--- src/rtl/clk_div_sel_pkg.sv ---
// Shared types and defaults for the clock rate-select stage.
package clk_div_pkg;
  typedef enum logic [1:0] {SEL_OFF, SEL_DIV2, SEL_DIV4, SEL_DIV6} div_sel_e;
  typedef enum logic {ST_RUN, ST_WAIT} sel_state_e;
  localparam int TIMEOUT_DEF = 16;
endpackage

--- src/rtl/clk_div_sel_if.sv ---
// Rate-change request handshake between requester and clk_div_sel.
interface clk_div_sel_if;
  logic [1:0] sel;
  logic       sel_valid;
  logic       sel_ready;

  modport master (output sel, output sel_valid, input sel_ready);
  modport slave  (input sel, input sel_valid, output sel_ready);
endinterface

--- src/rtl/clk_div_edge_det.sv ---
// Registered output stage plus one-cycle tick on each rising edge of out.
module clk_div_edge_det (
  input  logic clk,
  input  logic resetn,
  input  logic nxt,
  output logic out,
  output logic tick
);
  logic out_q;

  always_ff @(posedge clk) begin
    if (!resetn) begin
      out   <= 1'b0;
      out_q <= 1'b0;
    end else begin
      out   <= nxt;
      out_q <= out;
    end
  end

  // Both terms are flops, so tick is glitch-free and coincides with out's first high cycle.
  assign tick = out & ~out_q;
endmodule

--- src/rtl/clk_div_sel.sv ---
// Glitch-free selection of div2/div4/div6 onto one registered output.
// Optional tick counter enabled by defining CLK_DIV_SEL_CNT_EN.
module clk_div_sel
  import clk_div_pkg::*;
#(
  parameter int TIMEOUT = TIMEOUT_DEF,
  parameter int CNT_W   = 16
) (
  input  logic             clk,
  input  logic             resetn,
  input  logic             div2,
  input  logic             div4,
  input  logic             div6,
  clk_div_sel_if.slave     req,
  output logic             out,
  output logic             tick,
  output logic [1:0]       cur_sel,
  output logic             busy,
  output logic             force_err,
  output logic [CNT_W-1:0] tick_cnt
);
  localparam int WC_W = $clog2(TIMEOUT);

  logic [3:0] src;
  sel_state_e state, state_n;
  div_sel_e   cur, cur_n, pend, pend_n;
  logic       busy_n, ferr_n;
  logic [WC_W-1:0] wait_cnt, wait_n;

  assign src           = {div6, div4, div2, 1'b0};
  assign req.sel_ready = (state == ST_RUN);
  assign cur_sel       = cur;

  always_ff @(posedge clk) begin
    if (!resetn) begin
      state     <= ST_RUN;
      cur       <= SEL_OFF;
      pend      <= SEL_OFF;
      busy      <= 1'b0;
      force_err <= 1'b0;
      wait_cnt  <= '0;
    end else begin
      state     <= state_n;
      cur       <= cur_n;
      pend      <= pend_n;
      busy      <= busy_n;
      force_err <= ferr_n;
      wait_cnt  <= wait_n;
    end
  end

  always_comb begin
    state_n = state;
    cur_n   = cur;
    pend_n  = pend;
    busy_n  = busy;
    ferr_n  = force_err;
    wait_n  = wait_cnt;
    case (state)
      ST_RUN: begin
        if (req.sel_valid) begin
          pend_n = div_sel_e'(req.sel);
          wait_n = '0;
          if (req.sel != 2'(cur)) begin
            state_n = ST_WAIT;
            busy_n  = 1'b1;
          end
        end
      end
      ST_WAIT: begin
        // Swap only while both sources are low so out never shows a runt pulse.
        if (!src[cur] && !src[pend]) begin
          cur_n   = pend;
          busy_n  = 1'b0;
          state_n = ST_RUN;
        end else if (wait_cnt == WC_W'(TIMEOUT - 1)) begin
          cur_n   = pend;
          busy_n  = 1'b0;
          ferr_n  = 1'b1;
          state_n = ST_RUN;
        end else begin
          wait_n = wait_cnt + 1'b1;
        end
      end
      default: state_n = ST_RUN;
    endcase
  end

  clk_div_edge_det u_edge (
    .clk    (clk),
    .resetn (resetn),
    .nxt    (src[cur]),
    .out    (out),
    .tick   (tick)
  );

`ifdef CLK_DIV_SEL_CNT_EN
  logic [CNT_W-1:0] cnt;
  logic             sw_done;

  assign sw_done = (state == ST_WAIT) && (state_n == ST_RUN);

  always_ff @(posedge clk) begin
    if (!resetn || sw_done) cnt <= '0;
    else if (tick)          cnt <= cnt + 1'b1;
  end
  assign tick_cnt = cnt;
`else
  assign tick_cnt = '0;
`endif
endmodule

--- src/flat_wrapper.sv ---
// flat-port wrapper written by rule: the top's interface ports become plain ports
module clk_div_sel_flat import clk_div_pkg::*;
#(
  parameter int TIMEOUT = TIMEOUT_DEF,
  parameter int CNT_W   = 16
)
  (clk, resetn, div2, div4, div6, out, tick, cur_sel, busy, force_err, tick_cnt, req_sel, req_sel_valid, req_sel_ready);
  clk_div_sel_if req_i ();
  input  logic clk;
  input  logic resetn;
  input  logic div2;
  input  logic div4;
  input  logic div6;
  output logic out;
  output logic tick;
  output logic [1:0] cur_sel;
  output logic busy;
  output logic force_err;
  output logic [CNT_W-1:0] tick_cnt;
  input wire logic [$bits(req_i.sel)-1:0] req_sel;
  input wire logic [$bits(req_i.sel_valid)-1:0] req_sel_valid;
  output wire logic [$bits(req_i.sel_ready)-1:0] req_sel_ready;
  assign req_i.sel = req_sel;
  assign req_i.sel_valid = req_sel_valid;
  assign req_sel_ready = req_i.sel_ready;
  clk_div_sel #(.TIMEOUT(TIMEOUT), .CNT_W(CNT_W)) u_core (.clk(clk), .resetn(resetn), .div2(div2), .div4(div4), .div6(div6), .req(req_i), .out(out), .tick(tick), .cur_sel(cur_sel), .busy(busy), .force_err(force_err), .tick_cnt(tick_cnt));
endmodule
--- config.mk ---
export PLATFORM = sky130hd
export DESIGN_NAME = clk_div_sel_flat
export DESIGN_NICKNAME = d
export VERILOG_FILES = /design/src/rtl/clk_div_sel_pkg.sv /design/src/rtl/clk_div_sel_if.sv /design/src/rtl/clk_div_edge_det.sv /design/src/rtl/clk_div_sel.sv /design/src/flat_wrapper.sv
export SDC_FILE = /design/constraint.sdc
export NUM_CORES = 1
export LEC_CHECK = 0
export ABC_AREA = 1
export CAP_MARGIN = 20
export CORE_MARGIN = 5
export CORE_UTILIZATION = 44
export CTS_BUF_LIST = sky130_fd_sc_hd__clkbuf_4
export DETAILED_ROUTE_END_ITERATION = 16
export PLACE_DENSITY = 0.77
export SYNTH_ARGS = -nofsm -noshare
export SYNTH_HDL_FRONTEND = slang
export SYNTH_SLANG_ARGS = --single-unit
--- constraint.sdc ---
create_clock -name clk -period 1.5 [get_ports clk]
set_input_delay 0.375 -clock clk [delete_from_list [all_inputs] [get_ports clk]]
set_output_delay 0.375 -clock clk [all_outputs]
set_load 0.005 [all_outputs]
==> flow_summary.ini <==
[outcome]
status = completed

[floorplanning]
dieArea_mm2 = 0.002703
rows = 15
die_width_um = 51.99
ioPinCount = 31
die-height_um = 51.99
initial_utilization_pct = 45.42
core_mm2 = 0.001708

[worst_setup_path]
reg2reg_slack_ns = 0.28
reg2reg_to = u_core.wait_cnt[0]$_SDFFE_PN0P_
critical_path_peak_fanout = 6
cp-start-kind = primary input
crit_type = primary input to register
crit_arrival_ns = 1.51
crit_required_ns = 1.67
crit_path_max_incr_delay_ns = 0.47
cp-end-kind = register
slowest_stage = clkdlybuf4s50_1
rr_worst_depth = 8
cp_cell_sequence = clkdlybuf4s50_1 > nand2_1 > nand2_1 > nand3_4 > nand2_4 > nand3_4 > a21oi_1 > nor2_1
worstReg2RegStart = u_core.cur_sel[1]$_SDFFE_PN0P_

[routing]
route.detailed.drc = 0
ant_nets = 0
drtPass1Iterations = 4
num_vias = 659
via_per_inst = 4.545
routed_wl_um = 1539
routedWlPerCell_um = 10.61
drtIter0Drc = 9

[sta]
clock.fmax_ghz = 0.7470
setup_viol = 0
finalHoldViolCount = 0
min_period_ns = 1.339
setup_slack_ns = 0.1614
grt_setup_unrepaired = false
clock-skew-final_ns = 0.006996
maxSlewViolCount = 0
fin_crit_sh_pct = 89.24

[clock_tree]
cts_max_path_buffers = 2
clock-root-buffer = clkbuf_4
numCtsBuffers = 3
cts.sinks = 13
htreeDepth = 1
cts_tree = yes
cts.clk_slew.worst_paths_ns = 0.07
clock_latency_ns = 0.28

[logic_synthesis]
synthSimpleGateAreaFrac_pct = 28.23
ys.warnings.count = 0
ys_seq_area_share_pct = 33.55
syn-instance-count = 97
synth_top_family_by_area = simple AND/OR/NAND/NOR gates
synth_compound_area_share_pct = 9.355
synthTopCellsByArea = dfxtp_1 34%, buf_4 15%, a21oi_1 7.1%
synth_cell_types = 21
synth_mux_area_share_pct = 0
synth_top_cell_by_area = dfxtp_1
syn-cell-area_um2 = 775.7
syn_avg_cell_area_um2 = 7.997
yosysTopAreaCellShare_pct = 33.55
synthAdderAreaFrac_pct = 1.613
synth_xor_area_share_pct = 4.516
ys_ff_latch = 13

[global_route]
grt_overflow_total = 0
grtUsageTotal_pct = 12.63
grt_pass1_vias = 583
antenna_found_initial = 0
grt_pass1_wl_um = 2428
grt_max_degree = 10

[worst_hold_path]
min_path_cells = 2
min_to = u_core.u_edge.out_q$_SDFF_PN0_
hold_path_class = register to register
hp-start = u_core.u_edge.out$_SDFF_PN0_

[finish]
final_cells = 145
final_nets = 130
area_delta_synth_final_pct = 23.55
seqCellArea_um2 = 264.0
layout-drive-gt1-share_pct = 20.83
multi_input_area_um2 = 399.1
final.fill_count = 164
antenna_cells = 0

[placed_design]
io_buffer_count = 14
pre_cts_slack_ns = -0.1431
hpwlAfterDp_um = 1230
dp_cells = 141
gp_congestion = 0.8664

[flow_run]
cap_violations = 0

[pwr]
finalPower_uw = 715.6
p_leak_nw = 0.4853
ir_worst_vdd_mv = 0.6316
power_density_mw_per_mm2 = 746.6
-- layer usage --
layer | up-vias | track usage, % | share of wire, %
met4 | 0 | 7.860 | 2.4
met5 | - | 0 | 0
met2 | 23 | 19.67 | 48
met1 | 305 | 13.46 | 40
li1 | 327 | - | -
met3 | 4 | 6.304 | 8.9
-- report_power, final --
group          switching [mW]  internal [mW]
clock network           0.114         0.0991
registers             0.00975          0.358
logic                  0.0754         0.0601
total                   0.199          0.517
-- cell usage in the layout, fill, tap and decap left out, types with 2 or more instances in the layout --
cell type        count
nand4_1              2
a21oi_1             11
clkdlybuf4s50_1      7
nand2_4              2
buf_4                7
o21ai_0              2
dfxtp_2              3
xor2_1               3
nand2_1             12
nand3_4              3
clkbuf_4             3
inv_2                3
nor2_1               5
conb_1              16
inv_1                7
dfxtp_1             10
dlymetal6s2s_1       3
nand3_1              9
dlygate4sd2_1        4
nand2_2              2
-- layout make-up --
cell class | instances | area share, %
inverters | 11 | 4.308
flip-flops and latches | 13 | 27.55
multi-input cells | 71 | 41.64
repair buffers | 21 | 20.37
clock buffers | 3 | 2.350
clock inverters | 1 | 0.5222
well taps | 25 | 3.264
-- cell usage after synthesis, drive strengths merged --
cell,instances
nor2,5
conb,1
buf,17
nand2,16
ha,1
xor2,3
nand4,2
dfxtp,13
xnor2,1
inv,10
o21bai,1
a21oi,11
clkinv,1
o21ai,2
nand3,13
-- critical path, delay by kind of cell --
kind | cells | cell delay, ns
compound gates | 1 | 0.14
buf+inv | 1 | 0.47
simple gates | 6 | 0.52
-- sequential cells by signal (all words and copies together), names as in the netlist --
register             count
u_core.force_err         1
u_core.wait_cnt          4
u_core.cur_sel           2
u_core.state             1
u_core.pend              2
u_core.u_edge.out        1
u_core.u_edge.out_q      1
u_core.busy              1
-- how the worst max path moves through the flow --
stage / start / endpoint / slack [ns]
floorplan: u_core.cur_sel[0]$_SDFFE_PN0P_ / u_core.wait_cnt[0]$_SDFFE_PN0P_ / 0.39
global placement: div2 / u_core.wait_cnt[0]$_SDFFE_PN0P_ / -0.09
detailed placement: div2 / u_core.cur_sel[0]$_SDFFE_PN0P_ / -0.14
CTS: u_core.u_edge.out$_SDFF_PN0_ / out / 0.0005
global route: div2 / u_core.wait_cnt[0]$_SDFFE_PN0P_ / 0.04
finish: div2 / u_core.wait_cnt[0]$_SDFFE_PN0P_ / 0.16
-- kinds of logic (layout without fill, tap and decap cells) --
logic type | count (synthesis) | count (layout)
simple gates | 36 | 36
buf+inv | 28 | 36
compound gates | 14 | 14
flops | 13 | 13
xor+xnor | 4 | 4
fa+ha+maj | 1 | 1
other cells | 1 | 16
-- metrics by stage --
step / utilization (%) / hold slack (ns) / setup TNS (ns) / instance area, µm²
floorplan: - / 0.4363 / 0 / 832.0
global route: 56.12 / 0.4823 / 0 / 958.4
finish: 56.12 / 0.4407 / 0 / 958.4
detailed placement: 54.14 / 0.4392 / -0.8622 / 924.6
CTS: 55.68 / 0.4455 / 0 / 950.9
global placement: 54.14 / 0.4263 / -0.6136 / 924.6
-- timing repair --
| action | in CTS | in global routing |
|---|---|---|
| endpoints found under the setup margin | 7 | 3 |
| cloned | 0 | 0 |
| gates resized for setup | 7 | 3 |
| setup buffers | 0 | 0 |
| hold buffers | 0 | 0 |
No activity file was read; power rests on OpenSTA's default activity.
